**config.mk**
```make
export PLATFORM = sky130hd
export DESIGN_NAME = ct_spsram_64x108_ctrl_flat
export DESIGN_NICKNAME = d
export VERILOG_FILES = /design/src/rtl/ct_spsram_64x108_ctrl_if.sv /design/src/rtl/ct_spsram_64x108_ctrl.sv /design/src/flat_wrapper.sv
export SDC_FILE = /design/constraint.sdc
export NUM_CORES = 1
export LEC_CHECK = 0
export BUFFER_PORTS_ARGS = -buffer_cell sky130_fd_sc_hd__buf_2
export CORE_AREA = 4 4 217 219
export DETAILED_ROUTE_END_ITERATION = 16
export DIE_AREA = 0 0 221 223
export PLACE_DENSITY = 0.59
export SLEW_MARGIN = 20
export SYNTH_ARGS = -nofsm -noshare
export SYNTH_HDL_FRONTEND = slang
export SYNTH_SLANG_ARGS = --single-unit
```
**constraint.sdc**
```tcl
create_clock -name forever_cpuclk -period 7.4 [get_ports forever_cpuclk]
set_clock_uncertainty 0.15 [all_clocks]
set_input_delay 1.85 -clock forever_cpuclk [delete_from_list [all_inputs] [get_ports forever_cpuclk]]
set_output_delay 1.85 -clock forever_cpuclk [all_outputs]
set_load 0.05 [all_outputs]
```
**src/rtl/ct_spsram_64x108_ctrl_if.sv**
```systemverilog
`default_nettype none
// ============================================================================
// ct_spsram_64x108_ctrl_if : request/response bus of the 64x108 SRAM controller
// Revision: 1.0
// ============================================================================
interface ct_spsram_64x108_ctrl_if #(
   parameter int ADDR_WIDTH = 6,
   parameter int DATA_WIDTH = 108,
   parameter int BANK_WIDTH = 27
);
   localparam int NUM_BANKS = DATA_WIDTH / BANK_WIDTH;

   logic                  req_vld;
   logic                  req_rdy;
   logic                  req_wen;
   logic [ADDR_WIDTH-1:0] req_addr;
   logic [DATA_WIDTH-1:0] req_wdata;
   logic [NUM_BANKS-1:0]  req_bwe;
   logic                  rsp_vld;
   logic                  rsp_rdy;
   logic [DATA_WIDTH-1:0] rsp_data;

   modport master (
      output req_vld, req_wen, req_addr, req_wdata, req_bwe, rsp_rdy,
      input  req_rdy, rsp_vld, rsp_data
   );

   modport slave (
      input  req_vld, req_wen, req_addr, req_wdata, req_bwe, rsp_rdy,
      output req_rdy, rsp_vld, rsp_data
   );
endinterface
`default_nettype wire

```
**src/rtl/ct_spsram_64x108_ctrl.sv**
```systemverilog
`default_nettype none
// ============================================================================
// ct_spsram_64x108_ctrl : valid/ready controller for a 64x108 single-port SRAM
// Revision: 1.0
// ============================================================================
module ct_spsram_64x108_ctrl #(
   parameter int ADDR_WIDTH = 6,
   parameter int DATA_WIDTH = 108,
   parameter int BANK_WIDTH = 27
) (
   input  wire logic                  forever_cpuclk,
   input  wire logic                  cpurst_b,
   input  wire logic                  clr_req,
   output logic                       init_done,
   ct_spsram_64x108_ctrl_if.slave     bus,
   output logic                       sram_cen,
   output logic                       sram_gwen,
   output logic [DATA_WIDTH-1:0]      sram_wen,
   output logic [ADDR_WIDTH-1:0]      sram_a,
   output logic [DATA_WIDTH-1:0]      sram_d,
   input  wire logic [DATA_WIDTH-1:0] sram_q
);
   localparam int NUM_BANKS = DATA_WIDTH / BANK_WIDTH;

   typedef enum logic [1:0] {
      ST_IDLE = 2'd0,
      ST_INIT = 2'd1,
      ST_RUN  = 2'd2
   } state_t;

   state_t                state, state_nxt;
   logic [ADDR_WIDTH-1:0] init_cnt, init_cnt_nxt;
   logic                  clr_pend, clr_pend_nxt;
   logic                  rd_pend;
   logic [DATA_WIDTH-1:0] buf_mem [2];
   logic                  wr_ptr, rd_ptr;
   logic [1:0]            buf_cnt;
   logic [1:0]            used;
   logic                  run_rdy, accept, push, pop;
   logic [DATA_WIDTH-1:0] bwe_mask;

   genvar k;
   generate
      for (k = 0; k < NUM_BANKS; k++) begin : g_bwe
         assign bwe_mask[k*BANK_WIDTH +: BANK_WIDTH] = {BANK_WIDTH{bus.req_bwe[k]}};
      end
   endgenerate

   // A credit covers both a read in flight to the macro and a buffered response
   assign used      = buf_cnt + {1'b0, rd_pend};
   assign run_rdy   = (state == ST_RUN) && (used < 2'd2) && !clr_req && !clr_pend;
   assign accept    = run_rdy && bus.req_vld;
   assign push      = rd_pend;
   assign pop       = bus.rsp_vld && bus.rsp_rdy;

   assign init_done    = (state == ST_RUN);
   assign bus.req_rdy  = run_rdy;
   assign bus.rsp_vld  = (buf_cnt != 2'd0);
   assign bus.rsp_data = buf_mem[rd_ptr];

   always_comb begin
      state_nxt    = state;
      init_cnt_nxt = init_cnt;
      clr_pend_nxt = clr_pend;
      sram_cen     = 1'b1;
      sram_gwen    = 1'b1;
      sram_wen     = '1;
      sram_a       = '0;
      sram_d       = '0;
      case (state)
         ST_IDLE: begin
            state_nxt = ST_INIT;
         end
         ST_INIT: begin
            sram_cen     = 1'b0;
            sram_gwen    = 1'b0;
            sram_wen     = '0;
            sram_a       = init_cnt;
            init_cnt_nxt = init_cnt + 1'b1;
            if (init_cnt == '1) begin
               state_nxt    = ST_RUN;
               init_cnt_nxt = '0;
            end
         end
         ST_RUN: begin
            if (accept) begin
               sram_cen = 1'b0;
               sram_a   = bus.req_addr;
               if (bus.req_wen) begin
                  sram_gwen = 1'b0;
                  sram_d    = bus.req_wdata;
                  sram_wen  = ~bwe_mask;
               end
            end
            // A clear seen while a read is in flight waits for that capture first
            if (clr_pend) begin
               state_nxt    = ST_INIT;
               clr_pend_nxt = 1'b0;
            end else if (clr_req) begin
               if (rd_pend) clr_pend_nxt = 1'b1;
               else         state_nxt    = ST_INIT;
            end
         end
         default: begin
            state_nxt = ST_IDLE;
         end
      endcase
   end

   always_ff @(posedge forever_cpuclk or negedge cpurst_b) begin
      if (!cpurst_b) begin
         state      <= ST_IDLE;
         init_cnt   <= '0;
         clr_pend   <= 1'b0;
         rd_pend    <= 1'b0;
         wr_ptr     <= 1'b0;
         rd_ptr     <= 1'b0;
         buf_cnt    <= 2'd0;
         buf_mem[0] <= '0;
         buf_mem[1] <= '0;
      end else begin
         state    <= state_nxt;
         init_cnt <= init_cnt_nxt;
         clr_pend <= clr_pend_nxt;
         rd_pend  <= accept && !bus.req_wen;
         if (push) begin
            buf_mem[wr_ptr] <= sram_q;
            wr_ptr          <= ~wr_ptr;
         end
         if (pop) rd_ptr <= ~rd_ptr;
         case ({push, pop})
            2'b10:   buf_cnt <= buf_cnt + 2'd1;
            2'b01:   buf_cnt <= buf_cnt - 2'd1;
            default: ;
         endcase
      end
   end
endmodule
`default_nettype wire

```
**src/flat_wrapper.sv**
```systemverilog
// flat-port wrapper written by rule: the top's interface ports become plain ports
module ct_spsram_64x108_ctrl_flat 
#(
   parameter int ADDR_WIDTH = 6,
   parameter int DATA_WIDTH = 108,
   parameter int BANK_WIDTH = 27
)
  (forever_cpuclk, cpurst_b, clr_req, init_done, sram_cen, sram_gwen, sram_wen, sram_a, sram_d, sram_q, bus_req_vld, bus_req_wen, bus_req_addr, bus_req_wdata, bus_req_bwe, bus_rsp_rdy, bus_req_rdy, bus_rsp_vld, bus_rsp_data);
  ct_spsram_64x108_ctrl_if #(.ADDR_WIDTH(ADDR_WIDTH), .DATA_WIDTH(DATA_WIDTH), .BANK_WIDTH(BANK_WIDTH)) bus_i ();
  input  wire logic forever_cpuclk;
  input  wire logic cpurst_b;
  input  wire logic clr_req;
  output logic init_done;
  output logic sram_cen;
  output logic sram_gwen;
  output logic [DATA_WIDTH-1:0] sram_wen;
  output logic [ADDR_WIDTH-1:0] sram_a;
  output logic [DATA_WIDTH-1:0] sram_d;
  input  wire logic [DATA_WIDTH-1:0] sram_q;
  input wire logic [$bits(bus_i.req_vld)-1:0] bus_req_vld;
  input wire logic [$bits(bus_i.req_wen)-1:0] bus_req_wen;
  input wire logic [$bits(bus_i.req_addr)-1:0] bus_req_addr;
  input wire logic [$bits(bus_i.req_wdata)-1:0] bus_req_wdata;
  input wire logic [$bits(bus_i.req_bwe)-1:0] bus_req_bwe;
  input wire logic [$bits(bus_i.rsp_rdy)-1:0] bus_rsp_rdy;
  output wire logic [$bits(bus_i.req_rdy)-1:0] bus_req_rdy;
  output wire logic [$bits(bus_i.rsp_vld)-1:0] bus_rsp_vld;
  output wire logic [$bits(bus_i.rsp_data)-1:0] bus_rsp_data;
  assign bus_i.req_vld = bus_req_vld;
  assign bus_i.req_wen = bus_req_wen;
  assign bus_i.req_addr = bus_req_addr;
  assign bus_i.req_wdata = bus_req_wdata;
  assign bus_i.req_bwe = bus_req_bwe;
  assign bus_i.rsp_rdy = bus_rsp_rdy;
  assign bus_req_rdy = bus_i.req_rdy;
  assign bus_rsp_vld = bus_i.rsp_vld;
  assign bus_rsp_data = bus_i.rsp_data;
  ct_spsram_64x108_ctrl #(.ADDR_WIDTH(ADDR_WIDTH), .DATA_WIDTH(DATA_WIDTH), .BANK_WIDTH(BANK_WIDTH)) u_core (.forever_cpuclk(forever_cpuclk), .cpurst_b(cpurst_b), .clr_req(clr_req), .init_done(init_done), .bus(bus_i), .sram_cen(sram_cen), .sram_gwen(sram_gwen), .sram_wen(sram_wen), .sram_a(sram_a), .sram_d(sram_d), .sram_q(sram_q));
endmodule
```
==> results.md <==
* Status: finished, final reports clean
* CTS tree: built
* Async S/R FF share, synth at 1.00
* Clk sinks at 230
* Via count at 8,380
* Tot Pwr at 4.06 mW
* Pre-CTS WS at ~1.4 ns
* Rows at between 70 and 80
* Final Cycle Share at 0.800
* Kind of critical path: in2out
* Synth warn at 0
* Hold buffers post-CTS at 0
* Sequential area share after synthesis at 0.492
* Synthesized area per cell at ~13 um2
* Synth unique cells at 36
* CTS root buffer: clkbuf_16
* Max-cap violations at 0
* Xor/xnor share of the synthesized area at 0.00524
* DRC violations left at 0
* First-pass GRT wire length at 52,600 um
* Drt wl/cell at 17.8 um
* CP arrival at 3.92 ns
* Min-delay src: u_core.buf_mem[30]
* Core area at 45,100 um2
* Setup TNS Final at 0 ns
* Main synth FF type: dfrtp_1
* Reg-to-reg endpoint: u_core.buf_mem[7]
* WP data required at between 5 and 6 ns
* FF-to-FF Start: u_core.push
* EDFF count, synth at 0
* Peak fanout along the critical path at around 110
* Die Footprint at a little under 50,000 um2
* Area taken by multi-input logic gates at 4900 um2
* Post-route setup slack at about 1.5 ns
* Vias in the first global route at between 8,000 and 9,000
* Synth-to-Final Area Change at 30.0%
* Largest family of logic cells by synthesized area: multiplexers
* Starting density of the core at 0.260
* Number of nets in the layout at 1,578
* Final core occ at 0.337
* Placed standard-cell area at between 10,000 and 15,000 um2
* Power Dens Cells at 267 nW/um2
* DIE WIDTH at 221 um
* Cell area after synthesis at 11,700 um2
* CTS H-tree lvls at 1
* Hold Fails Final Rpt at 0
* CTS Buf Count at 26
* Total wire length at ~35,000 um
* Final HPWL DP at 26,400 um
* Max Root-Sink Buffers at 3
* Layout cells sized above 1 at 0.701
* Fillers at 4,545
* Max Fclk at 169 MHz
* Max-Slew Margin vs Limit at 0.325
* Gr ovfl total at 0
* Initial DRT Pass Iterations at 4
* Minimum clock period at 5.92 ns
* Kind of start point of the critical path: primary input
* Leakage at approximately 8.2 nW
* Worst Tran Pin Value at a little over 1 ns
* Max VDD drop at 0.162 mV
* FF/Latch Area at 5760 um2
* Routability Congestion at 0.953
* Yosys reg bits at 230
* Vias per cell at between 4 and 5
* Largest net degree at the start of global routing at ~140
* Crit end category: primary output
* Antenna Nets Post-Route at 0
* # IOs at 567
* 1st-iter DRT viols at roughly 340
* CTS clk-pin slew, worst paths at 0.06 ns
* Final Non-Filler Cells at around 2,000
* Final setup viols at 0
* Synthesized Nets at about 1,100
* Resized cells post-CTS at 0
* Buffers on Ports at 566
* Area fraction in compound gates after synthesis at 0.0166
* Die extent in y at about 220 um
* RSZ-0062 raised after global routing: false
* Slew Limit Fails at 0
* Final hold slack at 0.348 ns
* DP Cell Count at roughly 1,900
* Post-synthesis adder-cell area fraction at 0.00748
* Post-CTS setup buffer count at 0
* Min-Delay Path Class: reg2reg
* Gate Count Post-Synth at 890
* Hold path cells at 1
* Clk_lat worst skew at 0.53 ns
* Post-Synth Simple-Gate Area at 0.0717
* Reg2Reg Depth at 3
* Initial antenna violation count at 12
* GRT Resource Usage Total at 0.133
* Multiplexer share of the synthesized area at 0.315
* Reg2reg setup slack at 4.75 ns
* Final instance area at ~15,000 um2
* Hold EP: u_core.buf_mem[30]
sequential cells by signal, summed over array words and instances, names as in the netlist:
register	flops
u_core.push	1
u_core.buf_mem	216
u_core.state	2
u_core.clr_pend	1
u_core.wr_ptr	1
u_core.rd_ptr	1
u_core.init_cnt	6
u_core.buf_cnt	2
metal layers:
layer / up-vias / wire length (um) / track usage
li1: 3879 / - / -
met1: 4103 / 15300 / 0.180
met2: 349 / 16200 / 0.212
met3: 43 / 3000 / 0.0436
met4: 6 / 480 / 0.0223
met5: - / 34 / 0
cells by family after synthesis:
| group | Yosys count |
|---|---|
| AO/OA/AOI/OAI | 24 |
| XOR/XNOR | 7 |
| adder cells (fa/ha/maj) | 7 |
| buffers and inverters | 157 |
| flip-flops | 230 |
| multiplexers | 328 |
| AND/OR/NAND/NOR | 137 |
cell usage after synthesis (3+ instances only):
cell        n  share of area
dfrtp_1   230           0.49
nand2b_1    3         0.0016
mux2_2    326           0.31
o21ai_0     4         0.0017
nand2_1     7         0.0022
buf_4     106          0.068
buf_2      21         0.0090
buf_6       8         0.0077
inv_1       4         0.0013
a32o_1      4         0.0034
and3_1      6         0.0032
and2_1    109          0.058
xnor2_1     4         0.0030
a21oi_1     7         0.0030
ha_1        7         0.0075
clkbuf_1   16         0.0051
xor2_1      3         0.0022
report_power, final:
| part | leakage [nW] | internal [mW] | switching [mW] |
|---|---|---|---|
| clock network | 0.429 | 0.757 | 0.516 |
| registers | 2.90 | 1.31 | 0.0803 |
| logic | 4.82 | 0.435 | 0.956 |
| total | 8.15 | 2.51 | 1.55 |
final cells by class:
cell class | count | area share
clock buffer | 42 | 0.0540
antenna | 4 | 0.000658
inverter | 4 | 0.000987
sequential | 230 | 0.379
tap | 600 | 0.0494
multi-input combinational | 503 | 0.322
clock inverter | 5 | 0.00288
timing repair buffer | 574 | 0.192
cells in the final DEF (no fill, tap or decap), types with 3 or more instances in the layout:
cell type	instances
clkbuf_8	11
nand2b_1	3
and3_1	6
dfrtp_1	229
o21ai_0	4
a21oi_2	3
xor2_1	3
mux2_2	326
and2_1	109
nand2_1	6
clkbuf_16	26
a32o_1	4
buf_2	565
buf_4	7
diode_2	4
ha_1	7
inv_1	4
a21oi_1	4
clkbuf_1	5
xnor2_1	4
worst max-delay path, cell delays in order:
cell and delay, ns:
buf_2 0.14, nand2_1 0.10, a2111oi_4 0.38, buf_4 0.65, a21oi_2 0.43, buf_2 0.34
how the worst max path moves through the flow:
stage	end	from	cells after the start
2_1_floorplan	sram_wen[100]	bus_req_wen	5
3_3_place_gp	sram_wen[102]	bus_req_vld	6
3_5_place_dp	sram_wen[102]	bus_req_vld	6
4_1_cts	sram_wen[102]	bus_req_vld	6
5_1_grt	sram_wen[96]	bus_req_vld	6
6_report	sram_wen[86]	bus_req_vld	6
Note: power is estimated with default switching activity, not from simulation.
